$ cat src/rtl/npu_load_ctrl.sv
// npu_load_ctrl: parses host ADDR/LEN/payload segments into an addressed payload stream for the control unit
module npu_load_ctrl #(
    parameter int ADDR_WIDTH = 16,
    parameter int DATA_WIDTH = 16,
    parameter int LEN_WIDTH  = 10
) (
    input  logic                  clk,
    input  logic                  rst_n,
    input  logic                  h_valid_i,
    output logic                  h_ready_o,
    input  logic [DATA_WIDTH-1:0] h_data_i,
    input  logic                  abort_i,
    input  logic                  cu_ready_i,
    output logic                  sop_o,
    output logic                  valid_o,
    output logic                  eop_o,
    output logic [ADDR_WIDTH-1:0] addr_o,
    output logic [DATA_WIDTH-1:0] data_o,
    output logic                  busy_o,
    output logic                  err_o,
    output logic [15:0]           word_cnt_o
);
    typedef enum logic [1:0] {IDLE, ADDR, LEN, DATA} state_t;
    state_t state, state_nxt;
    logic [ADDR_WIDTH-1:0] base, base_nxt, addr_nxt;
    logic [LEN_WIDTH-1:0] idx, idx_nxt, count, count_nxt, len_n;
    logic [DATA_WIDTH-1:0] data_nxt;
    logic [15:0] wc_nxt;
    logic last, last_nxt, sop_nxt, valid_nxt, eop_nxt, err_nxt, acc;
    assign h_ready_o = (state == IDLE) ? cu_ready_i && !abort_i : !abort_i;
    assign acc = h_valid_i && h_ready_o;
    assign busy_o = state != IDLE;
    assign len_n = h_data_i[LEN_WIDTH-1:0];
    always_comb begin
        state_nxt = state;
        base_nxt = base;
        idx_nxt = idx;
        count_nxt = count;
        last_nxt = last;
        sop_nxt = 1'b0;
        valid_nxt = 1'b0;
        eop_nxt = 1'b0;
        err_nxt = 1'b0;
        addr_nxt = addr_o;
        data_nxt = data_o;
        wc_nxt = word_cnt_o;
        if (state != IDLE && abort_i) begin
            state_nxt = IDLE;
            eop_nxt = 1'b1;
            err_nxt = 1'b1;
        end else if (acc) begin
            case (state)
                IDLE: begin
                    base_nxt = ADDR_WIDTH'(h_data_i);
                    state_nxt = LEN;
                    sop_nxt = 1'b1;
                    wc_nxt = 16'd0;
                end
                ADDR: begin
                    base_nxt = ADDR_WIDTH'(h_data_i);
                    state_nxt = LEN;
                end
                LEN: begin
                    last_nxt = h_data_i[15];
                    count_nxt = len_n;
                    idx_nxt = '0;
                    // an empty segment flags an error and ignores LAST
                    err_nxt = len_n == '0;
                    state_nxt = (len_n == '0) ? ADDR : DATA;
                end
                DATA: begin
                    valid_nxt = 1'b1;
                    data_nxt = h_data_i;
                    addr_nxt = base + ADDR_WIDTH'(idx);
                    idx_nxt = idx + LEN_WIDTH'(1);
                    wc_nxt = (word_cnt_o == 16'hFFFF) ? word_cnt_o : word_cnt_o + 16'd1;
                    if (idx == count - LEN_WIDTH'(1)) begin
                        state_nxt = last ? IDLE : ADDR;
                        eop_nxt = last;
                    end
                end
                default: state_nxt = IDLE;
            endcase
        end
    end
    always_ff @(posedge clk or negedge rst_n) begin
        if (!rst_n) begin
            state <= IDLE;
            base <= '0;
            idx <= '0;
            count <= '0;
            last <= 1'b0;
            sop_o <= 1'b0;
            valid_o <= 1'b0;
            eop_o <= 1'b0;
            err_o <= 1'b0;
            addr_o <= '0;
            data_o <= '0;
            word_cnt_o <= 16'd0;
        end else begin
            state <= state_nxt;
            base <= base_nxt;
            idx <= idx_nxt;
            count <= count_nxt;
            last <= last_nxt;
            sop_o <= sop_nxt;
            valid_o <= valid_nxt;
            eop_o <= eop_nxt;
            err_o <= err_nxt;
            addr_o <= addr_nxt;
            data_o <= data_nxt;
            word_cnt_o <= wc_nxt;
        end
    end
endmodule

$ cat config.mk
export PLATFORM = sky130hd
export DESIGN_NAME = npu_load_ctrl
export DESIGN_NICKNAME = d
export VERILOG_FILES = /design/src/rtl/npu_load_ctrl.sv
export SDC_FILE = /design/constraint.sdc
export NUM_CORES = 1
export LEC_CHECK = 0
export ABC_CLOCK_PERIOD_IN_PS = 2200
export CAP_MARGIN = 20
export CORE_ASPECT_RATIO = 2
export CORE_UTILIZATION = 48
export CTS_CLUSTER_SIZE = 8
export DETAILED_ROUTE_END_ITERATION = 8
export PLACE_DENSITY = 0.8
export SLEW_MARGIN = 0
export SYNTH_ARGS = -nofsm -noshare
export SYNTH_HDL_FRONTEND = slang
export SYNTH_SLANG_ARGS = --single-unit
$ cat constraint.sdc
create_clock -name clk -period 2.2 [get_ports clk]
set_input_delay 0.22 -clock clk [delete_from_list [all_inputs] [get_ports clk]]
set_output_delay 0.22 -clock clk [all_outputs]
set_load 0.005 [all_outputs]
==> results of run 1 <==
-- synthesized netlist by cell type, drive strengths merged (2+ instances only) --
library cell and n:
inv 12, nor2b 2, nand4 9, nand3b 3
nor3 4, a21o 4, nand2 88, a211oi 3
a41oi 2, o211ai 2, o21a 4, o21ai 34
buf 5, xnor2 10, clkbuf 12, nand2b 4
nand3 14, a21oi 12, or3 5, o31ai 5
ha 13, and3 4, nor4 3, mux2 25
and4 4, a2111oi 2, dfrtp 91, o311ai 2
a31oi 4, xor2 30, nor2 37, o21bai 2
-- kinds of logic after synthesis --
family | count (synthesis) | share of synthesized area [%]
and+or+nand+nor | 181 | 18.0
muxes | 26 | 6.36
DFF | 91 | 49.7
xor gates and xnor gates | 40 | 7.64
adders and majority gates | 14 | 3.98
AOI/OAI and AO/OA | 82 | 11.7
buffers and inverters | 29 | 2.65
-- per-layer routing --
metal,GRT usage (%),vias up,share of wire [%]
li1,-,1809,-
met1,26.2,1856,38
met3,3.81,28,2.8
met4,14.2,0,3.6
met2,44.5,94,55
met5,0,-,0
-- layout make-up --
cell class	count	area share [%]
multi-input cells	343	37.2
repair buffers	106	17.0
clock inverters	2	0.584
inverters	12	0.751
clock buffers	13	4.34
well taps	104	2.17
flip-flops and latches	91	38.0
-- worst paths after layout --
kind | start | end | slack (ns) | cells past startpoint
min reg2reg | data_o[8] | data_o[8] | 0.48 | 2
max in group asynchronous | rst_n | count[2] | 1.14 | 3
max reg2reg | base[0] | addr_o[10] | 0.02 | 9
min in group clk | h_data_i[13] | data_o[13] | 0.43 | 3
max | base[0] | addr_o[10] | 0.02 | 9
min | rst_n | data_o[14] | 0.39 | 2
-- per-stage QoR --
step / setup TNS (ns) / setup slack, ns / power (mW) / util [%] / instances
floorplan: 0 / 0.0712 / 3.17 / - / 463
global placement: 0 / 0.0456 / 3.85 / 60.4 / 652
detailed placement: -0.0217 / -0.0217 / 3.93 / 60.4 / 652
CTS: -0.00742 / -0.00742 / 5.52 / 63.9 / 670
global route: -0.104 / -0.0686 / 5.84 / 64.3 / 671
finish: 0 / 0.0230 / 5.53 / 64.3 / 671
-- registers in the layout, indices dropped and copies added (netlist names) --
name,cells
addr_o,16
base,16
data_o,16
word_cnt_o,16
count,10
idx,10
state,2
eop_o,1
err_o,1
last,1
sop_o,1
valid_o,1
-- timing repair --
| action | 4_1_cts | 5_1_grt |
|---|---|---|
| buffers inserted | 2 | 1 |
| resized for setup | 4 | 7 |
| cloned | 0 | 0 |
| hold buffers | 1 | 0 |
| hold endpoints to repair | 38 | 0 |
| pin swaps | 3 | 1 |
| setup endpoints to repair | 2 | 6 |
-- power by group through the flow --
stage / logic (mW) / registers [mW] / clock network, mW
after CTS: 1.69 / 2.25 / 1.58
after detailed placement: 1.65 / 2.28 / 0
after global routing: 1.89 / 2.31 / 1.64
final: 1.72 / 2.26 / 1.55
after floorplan: 0.919 / 2.25 / 0
after global placement: 1.60 / 2.26 / 0
==> metrics.txt, run 1 <==
status complete, but fails checks; failing checks DRC; Top FF cell, synth dfrtp_1; Worst Hold Class input port to async pin; final hold slack 0.390 ns; Distinct cells, synth 50; unrepaired setup endpoints after global routing true; Avg Cell Area, Syn between 9 and 10 um^2; Async S/R FF share, synth 100%; PortBufs between 70 and 80; Rows 50; endpoints failing setup 0; slew margin rel. 65.2%; Die Y-Extent 140 um; Die ar. ~10000 um^2; initial core utilization 49.2%; Via density 5.64; register area 2280 um^2; WL per Instance ~17 um; DRC violations left 7; CP required 2.48 ns; Psw 1.67 mW; Tcrit/Tclk final 99.0%; worst clock skew approximately 0.0061 ns; worst-path cell chain ha_2, inv_1, fa_2, nor2b_2, o21ai_2, a211oi_4, nor3_2, or3_1, a31oi_1; via count 3787; H-tree levels 3; Multi-input gate area about 2200 um^2; PwrDens 922 nW/um^2; Clock Tree Buf Depth 2; Synth area leaders dfrtp_1, nand2_1, xor2_1; Clock Tree Root clkbuf_16; core area just over 9000 um^2; max-capacitance violation count 0; Tmin final 2.18 ns; Critical Path End Type register; total CTS buffers 9; maximum clock rate about 460 MHz; Internal 3.87 mW; post-synthesis sequential area ratio 49.7%; Post-synth EDFFs 0; Slew Viols, Final 0; nets ~600; routability cong. 0.893; Worst path slowest cell dfrtp_1; clk_lat worst skew 0.35 ns; final hold viol count 0; Mapped Cells 463; GRT Total Usage 24.5%; CTS tree built; Placement Cell Area 5630 um^2; Final Instance Area 6000 um^2; Routed WL 11200 um; post-synth top area share around half; Iter 0 DRT Violations 274; power share of the combinational group 31.1%; cell taking the most area after synthesis dfrtp_1; synthesized area about 4600 um^2; Seq pwr share 40.9%; global-route wire length before repair roughly 19000 um; leakage power 2.71 nW; Worst Path Max Fanout 4; Syn Nets ~500; slowest stage delay, CP ~0.37 ns; Die W 71.1 um; leading cell types in the layout, fill and taps excluded dfrtp_1, nand2_1, clkdlybuf4s50_1, nor2_1, xor2_1; Crit path arrival time 2.45 ns; IR drop worst, VDD 0.731 mV; antenna cells 0; family with the most delay on the worst path simple AND/OR/NAND/NOR gates; filler instances 725; Clock transition at path regs around 0.060 ns; Startpoint Class register; fraction of layout cells with a size suffix above 1 13.9%; 1st-pass router iterations 9; commonest non-fill, non-tap cell in the layout dfrtp_1; GR Overflow Total 0; switch share 30.1%; Crit Path Class register to register; Bufs and invs on worst path 1; Layout area overhead 30.8%; Detailed Place HPWL 8160 um; largest net degree at the start of global routing 54; clock network fraction of total power 28.0%; Synth Register Bits 91; Worst Max-Slew Pin Slew around 0.52 ns; initial antenna violation count 0; YS warnings 0; vias in the first global route between 3000 and 4000; io pins 75; CTS Sinks 91; Final ANT Viol Nets 0
No activity file was read; power rests on OpenSTA's default activity.
==> run 2: changes to the inputs <==
--- a/config.mk
+++ b/config.mk
@@ -5,13 +5,13 @@
 export SDC_FILE = /design/constraint.sdc
 export NUM_CORES = 1
 export LEC_CHECK = 0
-export ABC_CLOCK_PERIOD_IN_PS = 2200
+export ABC_CLOCK_PERIOD_IN_PS = 2600
 export CAP_MARGIN = 20
 export CORE_ASPECT_RATIO = 2
-export CORE_UTILIZATION = 48
+export CORE_UTILIZATION = 52
 export CTS_CLUSTER_SIZE = 8
 export DETAILED_ROUTE_END_ITERATION = 8
-export PLACE_DENSITY = 0.8
+export PLACE_DENSITY = 0.82
 export SLEW_MARGIN = 0
 export SYNTH_ARGS = -nofsm -noshare
 export SYNTH_HDL_FRONTEND = slang
==> constraint.sdc (replaced) <==
create_clock -name clk -period 2.6 [get_ports clk]
set_input_delay 0.26 -clock clk [delete_from_list [all_inputs] [get_ports clk]]
set_output_delay 0.26 -clock clk [all_outputs]
set_load 0.005 [all_outputs]
==> run 2 against run 1 <==
  * Clock power decreased by 22%
  * Core utilization increased by 2.7 points
  * Global-route usage increased by 1.3 points
  * Clock-buffer cell count increased by 2
  * Clock skew decreased by 0.00096 ns
  * Sequential cell count unchanged
  * Non-clock buffer count decreased by 20
  * Wire length decreased by 3.3%
  * The run now ends clean
  * Critical path type unchanged
  * Combinational power decreased by 27%
  * Total power decreased by 20%
  * Cell count decreased by 3.4%
==> metrics.txt, run 2 (synthesized netlist as in run 1, its figures left out) <==
status finished, final reports clean (was complete, but fails checks); final core utilization 67.0% (was 64.3%); 1st-pass router iterations 4 (was 9); total CTS buffers 9 (unchanged); core area 8590 um^2 (was 9320 um^2); Worst Hold Class input port to async pin (unchanged); PwrDens 768 nW/um^2 (was 922 nW/um^2); slew margin rel. 59.5% (was 65.2%); vias in the first global route 3719 (was 3996); endpoints failing setup 0 (unchanged); Via density 5.66 (was 5.64); filler instances 695 (was 725); Clock Tree Root clkbuf_16 (unchanged); R2R Path Start idx[0] (was base[0]); max-capacitance violation count 0 (unchanged); r2r endpoint addr_o[10] (unchanged); Seq pwr share 44.2% (was 40.9%); Die ar. 9220 um^2 (was 9970 um^2); maximum clock rate 412 MHz (was 459 MHz); Clock transition at path regs 0.06 ns (about the same); CP required 2.86 ns (was 2.48 ns); leading cell types in the layout, fill and taps excluded dfrtp_1, nand2_1, clkdlybuf4s50_1, nor2_1, xor2_1 (unchanged); Critical Path End Type register (unchanged); fraction of layout cells with a size suffix above 1 9.31% (was 13.9%); clk_lat worst skew 0.34 ns (was 0.35 ns); initial core utilization 53.4% (was 49.2%); Clock Tree Buf Depth 2 (unchanged); CTS Sinks 91 (unchanged); via count 3665 (was 3787); Internal 3.08 mW (was 3.87 mW); Crit path arrival time 2.69 ns (was 2.45 ns); power share of the combinational group 28.3% (was 31.1%); Iter 0 DRT Violations 241 (was 274); switch share 30.3% (was 30.1%); Tmin final 2.43 ns (was 2.18 ns); Layout area overhead 25.6% (was 30.8%); GRT Total Usage 25.8% (was 24.5%); global-route wire length before repair 17700 um (was 19000 um); PortBufs 74 (unchanged); largest net degree at the start of global routing 49 (was 54); Final ANT Viol Nets 0 (unchanged); R2R Setup Slk 0.17 ns (was 0.02 ns); worst clock skew 0.00517 ns (was 0.00614 ns); antenna cells 0 (unchanged); Die W 68.4 um (was 71.1 um); initial antenna violation count 0 (unchanged); H-tree levels 3 (unchanged); Slew Viols, Final 0 (unchanged); Psw 1.34 mW (was 1.67 mW); CTS tree built (unchanged); Rows 48 (was 50); Tcrit/Tclk final 93.3% (was 99.0%); final hold viol count 0 (unchanged); clock network fraction of total power 27.4% (was 28.0%); register area 2280 um^2 (unchanged); Crit Path Class register to register (unchanged); io pins 75 (unchanged); Worst Path Max Fanout 6 (was 4); routability cong. 0.888 (was 0.893); Detailed Place HPWL 8030 um (was 8160 um); Startpoint Class register (unchanged); Worst Max-Slew Pin Slew 0.608 ns (was 0.521 ns); WL per Instance 16.7 um (was 16.6 um); Routed WL 10800 um (was 11200 um); sum of negative setup slack 0 ns (unchanged); Multi-input gate area 2190 um^2 (was 2230 um^2); GR Overflow Total 0 (unchanged); Die Y-Extent 135 um (was 140 um); leakage power 2.58 nW (was 2.71 nW); DRC violations left 0 (was 7); cell depth of the worst flop-to-flop path 9 (unchanged); unrepaired setup endpoints after global routing false (was true); commonest non-fill, non-tap cell in the layout dfrtp_1 (unchanged); IR drop worst, VDD 0.480 mV (was 0.731 mV); nets 578 (was 598)
run 2: cell types whose count changed in the layout (fill, tap and decap cells not counted), sizes merged:
| cell | delta |
|---|---|
| buf | -20 |
| bufinv | -1 |
| clkbuf | +2 |
| clkinv | -1 |
| clkinvlp | +1 |
run 2: critical path: stages, from the launching register on:
cell      delay [ns]
dfrtp_1         0.45
ha_1            0.21
inv_1           0.06
fa_1            0.41
nor2b_1         0.16
o21ai_1         0.12
a211oi_2        0.33
nor3_1          0.11
or3_1           0.35
a31oi_1         0.16
run 2: worst max-delay path by stage:
stage | depth (start not counted) | end | slack (ns) | from
2_1_floorplan | 9 | addr_o[10] | 0.39 | idx[0]
3_3_place_gp | 9 | addr_o[10] | 0.21 | idx[0]
3_5_place_dp | 9 | addr_o[10] | 0.1 | idx[0]
4_1_cts | 9 | addr_o[10] | 0.04 | idx[0]
5_1_grt | 9 | addr_o[10] | 0.05 | idx[0]
6_report | 9 | addr_o[10] | 0.17 | idx[0]
run 2: repair_timing:
item                                    CTS  global route
buffers inserted                          0             0
hold endpoints to repair                 47             0
resized for setup                         0             1
hold buffers                              1             0
endpoints found under the setup margin    0             2
run 2: final cells by class:
| cell class | count | area share (%) |
|---|---|---|
| tap | 100 | 2.17 |
| timing repair buffer | 86 | 14.6 |
| sequential | 91 | 39.6 |
| clock inverter | 1 | 0.130 |
| clock buffer | 15 | 4.65 |
| multi-input combinational | 343 | 38.1 |
| inverter | 12 | 0.782 |
run 2: power by group through the flow:
stage | Combinational [mW] | Sequential [mW] | Clock [mW]
finish | 1.25 | 1.96 | 1.21
global placement | 1.21 | 1.97 | 0
detailed placement | 1.25 | 1.98 | 0
CTS | 1.27 | 1.96 | 1.24
global route | 1.40 | 1.99 | 1.30
floorplan | 0.776 | 1.90 | 0
run 2: metal layers:
| metal | GRT usage [%] | part of all wire (%) | vias up | wire (um) |
|---|---|---|---|---|
| met5 | 0 | 0 | - | 0 |
| met4 | 11.7 | 3.2 | 0 | 340 |
| met3 | 4.05 | 2.1 | 20 | 230 |
| met2 | 45.8 | 57 | 68 | 6180 |
| met1 | 28.9 | 37 | 1813 | 4040 |
| li1 | - | - | 1764 | - |
run 2: per-stage QoR:
step | power, mW | setup slack [ns] | hold WS, ns | std cells | cell area (um^2)
floorplan | 2.68 | 0.387 | -0.0356 | 463 | 4580
global placement | 3.18 | 0.212 | 0.300 | 631 | 5470
detailed placement | 3.23 | 0.0996 | 0.312 | 631 | 5470
CTS | 4.46 | 0.0361 | 0.479 | 648 | 5750
global route | 4.69 | 0.0512 | 0.504 | 648 | 5760
finish | 4.42 | 0.174 | 0.477 | 648 | 5760
==> run 3: changes to the inputs <==
--- a/config.mk
+++ b/config.mk
@@ -9,8 +9,9 @@
 export CAP_MARGIN = 20
 export CORE_ASPECT_RATIO = 2
 export CORE_UTILIZATION = 52
-export CTS_CLUSTER_SIZE = 8
+export CTS_CLUSTER_SIZE = 20
 export DETAILED_ROUTE_END_ITERATION = 8
+export GPL_TIMING_DRIVEN = 0
 export PLACE_DENSITY = 0.82
 export SLEW_MARGIN = 0
 export SYNTH_ARGS = -nofsm -noshare
==> run 3 against run 2 <==
  * Sequential power about the same
  * Non-clock buffer count up 8
  * Register-to-register slack better by 0.06 ns
  * Sequential share of layout area down 0.23 points
  * Clock skew up 0.00067 ns
  * Cell count up 1.2%
  * Design area up 0.63%
  * Worst hold slack worse by 0.053 ns
  * Highest routed layer unchanged
==> metrics.txt, run 3 (synthesized netlist as in run 1, its figures left out) <==
status finished, final reports clean (unchanged); leading cell types in the layout, fill and taps excluded dfrtp_1, nand2_1, clkdlybuf4s50_1, nor2_1, xor2_1 (unchanged); 1st-pass router iterations 5 (was 4); Layout area overhead 26.4% (was 25.6%); Rows 48 (unchanged); Post-Layout Cell Count 656 (was 648); Tmin final 2.37 ns (was 2.43 ns); CTS tree built (unchanged); Die Y-Extent 135 um (unchanged); clk_lat worst skew 0.34 ns (about the same); PortBufs 74 (unchanged); Worst Max-Slew Pin Slew 0.880 ns (was 0.608 ns); core area 8590 um^2 (unchanged); io pins 75 (unchanged); Crit path arrival time 2.60 ns (was 2.69 ns); Detailed Place HPWL 8240 um (was 8030 um); register area 2280 um^2 (about the same); leakage power 2.58 nW (about the same); commonest non-fill, non-tap cell in the layout dfrtp_1 (unchanged); Clock Tree Root clkbuf_16 (unchanged); slew margin rel. 41.1% (was 59.5%); Critical Path End Type register (unchanged); IR drop worst, VDD 0.487 mV (was 0.480 mV); clock network fraction of total power 28.5% (was 27.4%); Internal 3.13 mW (was 3.08 mW); via count 3768 (was 3665); CP required 2.83 ns (was 2.86 ns); routability cong. 0.897 (was 0.888); vias in the first global route 3642 (was 3719); DRC violations left 0 (unchanged); GR Overflow Total 0 (unchanged); total CTS buffers 9 (unchanged); PwrDens 780 nW/um^2 (was 768 nW/um^2); Routed WL 10900 um (was 10800 um); max-capacitance violation count 0 (unchanged); Crit Path Class register to register (unchanged); Placed Cells 638 (was 631); largest net degree at the start of global routing 57 (was 49); endpoints failing setup 0 (unchanged); Iter 0 DRT Violations 254 (was 241); Final ANT Viol Nets 0 (unchanged); Multi-input gate area 2190 um^2 (unchanged); Worst Hold Class input port to async pin (unchanged); worst clock skew 0.00584 ns (was 0.00517 ns); initial antenna violation count 0 (unchanged); antenna cells 0 (unchanged); WL per Instance 16.6 um (was 16.7 um); total power 4.52 mW (was 4.42 mW); nets 586 (was 578); Slew Viols, Final 0 (unchanged); H-tree levels 3 (unchanged); initial core utilization 53.4% (unchanged); Seq pwr share 42.6% (was 44.2%); Worst Path Max Fanout 6 (unchanged); Die W 68.4 um (unchanged); Psw 1.39 mW (was 1.34 mW); CTS Sinks 91 (unchanged); unrepaired setup endpoints after global routing false (unchanged); switch share 30.7% (was 30.3%); global-route wire length before repair 17500 um (was 17700 um); Via density 5.74 (was 5.66); Clock Tree Buf Depth 2 (unchanged); Tcrit/Tclk final 91.1% (was 93.3%); Clock transition at path regs 0.07 ns (was 0.06 ns); maximum clock rate 422 MHz (was 412 MHz); filler instances 694 (was 695); fraction of layout cells with a size suffix above 1 9.35% (was 9.31%); power share of the combinational group 28.9% (was 28.3%); final hold viol count 0 (unchanged); GRT Total Usage 25.9% (was 25.8%); Startpoint Class register (unchanged); Die ar. 9220 um^2 (unchanged)
## run 3: metal layers
| layer | up-vias | routed length, um | global-route usage (%) |
|---|---|---|---|
| met5 | - | 0 | 0 |
| li1 | 1789 | - | - |
| met4 | 0 | 421 | 12.8 |
| met1 | 1826 | 3970 | 27.3 |
| met2 | 117 | 6110 | 46.9 |
| met3 | 36 | 397 | 4.31 |
## run 3: metrics by stage
stage	setup TNS (ns)	hold slack, ns	worst slack, ns	util (%)	instance area (um^2)
after floorplan	0	-0.0356	0.387	-	4580
after global placement	-177.06	0.457	-1.96	63.5	5450
after detailed placement	-0.0205	0.257	-0.0205	63.8	5480
after CTS	0	0.439	0.0320	67.3	5780
after global routing	0	0.454	0.0346	67.5	5790
final	0	0.424	0.230	67.5	5790
## run 3: what timing repair did
action | in CTS | in global routing
endpoints found under the setup margin | 0 | 3
endpoints found under the hold margin | 35 | 0
resized for setup | 0 | 2
hold buffers | 1 | 0
setup buffers | 0 | 1
## run 3: power groups by stage
stage	sequential, mW	clock (mW)	combinational (mW)
6_report	1.93	1.29	1.30
5_1_grt	1.96	1.36	1.44
4_1_cts	1.92	1.30	1.31
3_5_place_dp	1.95	0	1.30
3_3_place_gp	1.93	0	1.24
2_1_floorplan	1.90	0	0.776
## run 3: path summary, 6_finish.rpt
| check | start | to | slack, ns | depth (start not counted) |
|---|---|---|---|---|
| max reg2reg | idx[0] | addr_o[12] | 0.23 | 10 |
| min in group clk | h_data_i[11] | data_o[11] | 0.47 | 3 |
| min reg2reg | data_o[11] | data_o[11] | 0.47 | 2 |
| max | idx[0] | addr_o[12] | 0.23 | 10 |
| min | rst_n | data_o[11] | 0.42 | 2 |
| max in group asynchronous | rst_n | idx[0] | 1.52 | 3 |
## run 3: worst max-delay path: stages, from the launching register on
cell,delay [ns]
dfrtp_2,0.45
ha_1,0.22
inv_1,0.07
fa_1,0.20
nor2b_1,0.06
o21ai_1,0.23
a211oi_2,0.11
buf_4,0.16
o311ai_0,0.44
xor2_1,0.24
o21ai_1,0.08
## run 3: cell type report
class                      count  area share, %
inverter                      12          0.778
sequential                    91           39.3
buffer                        17           1.32
timing repair buffer          77           13.5
tap                          100           2.16
multi-input combinational    343           37.8
clock buffer                   9           3.89
clock inverter                 7           1.19
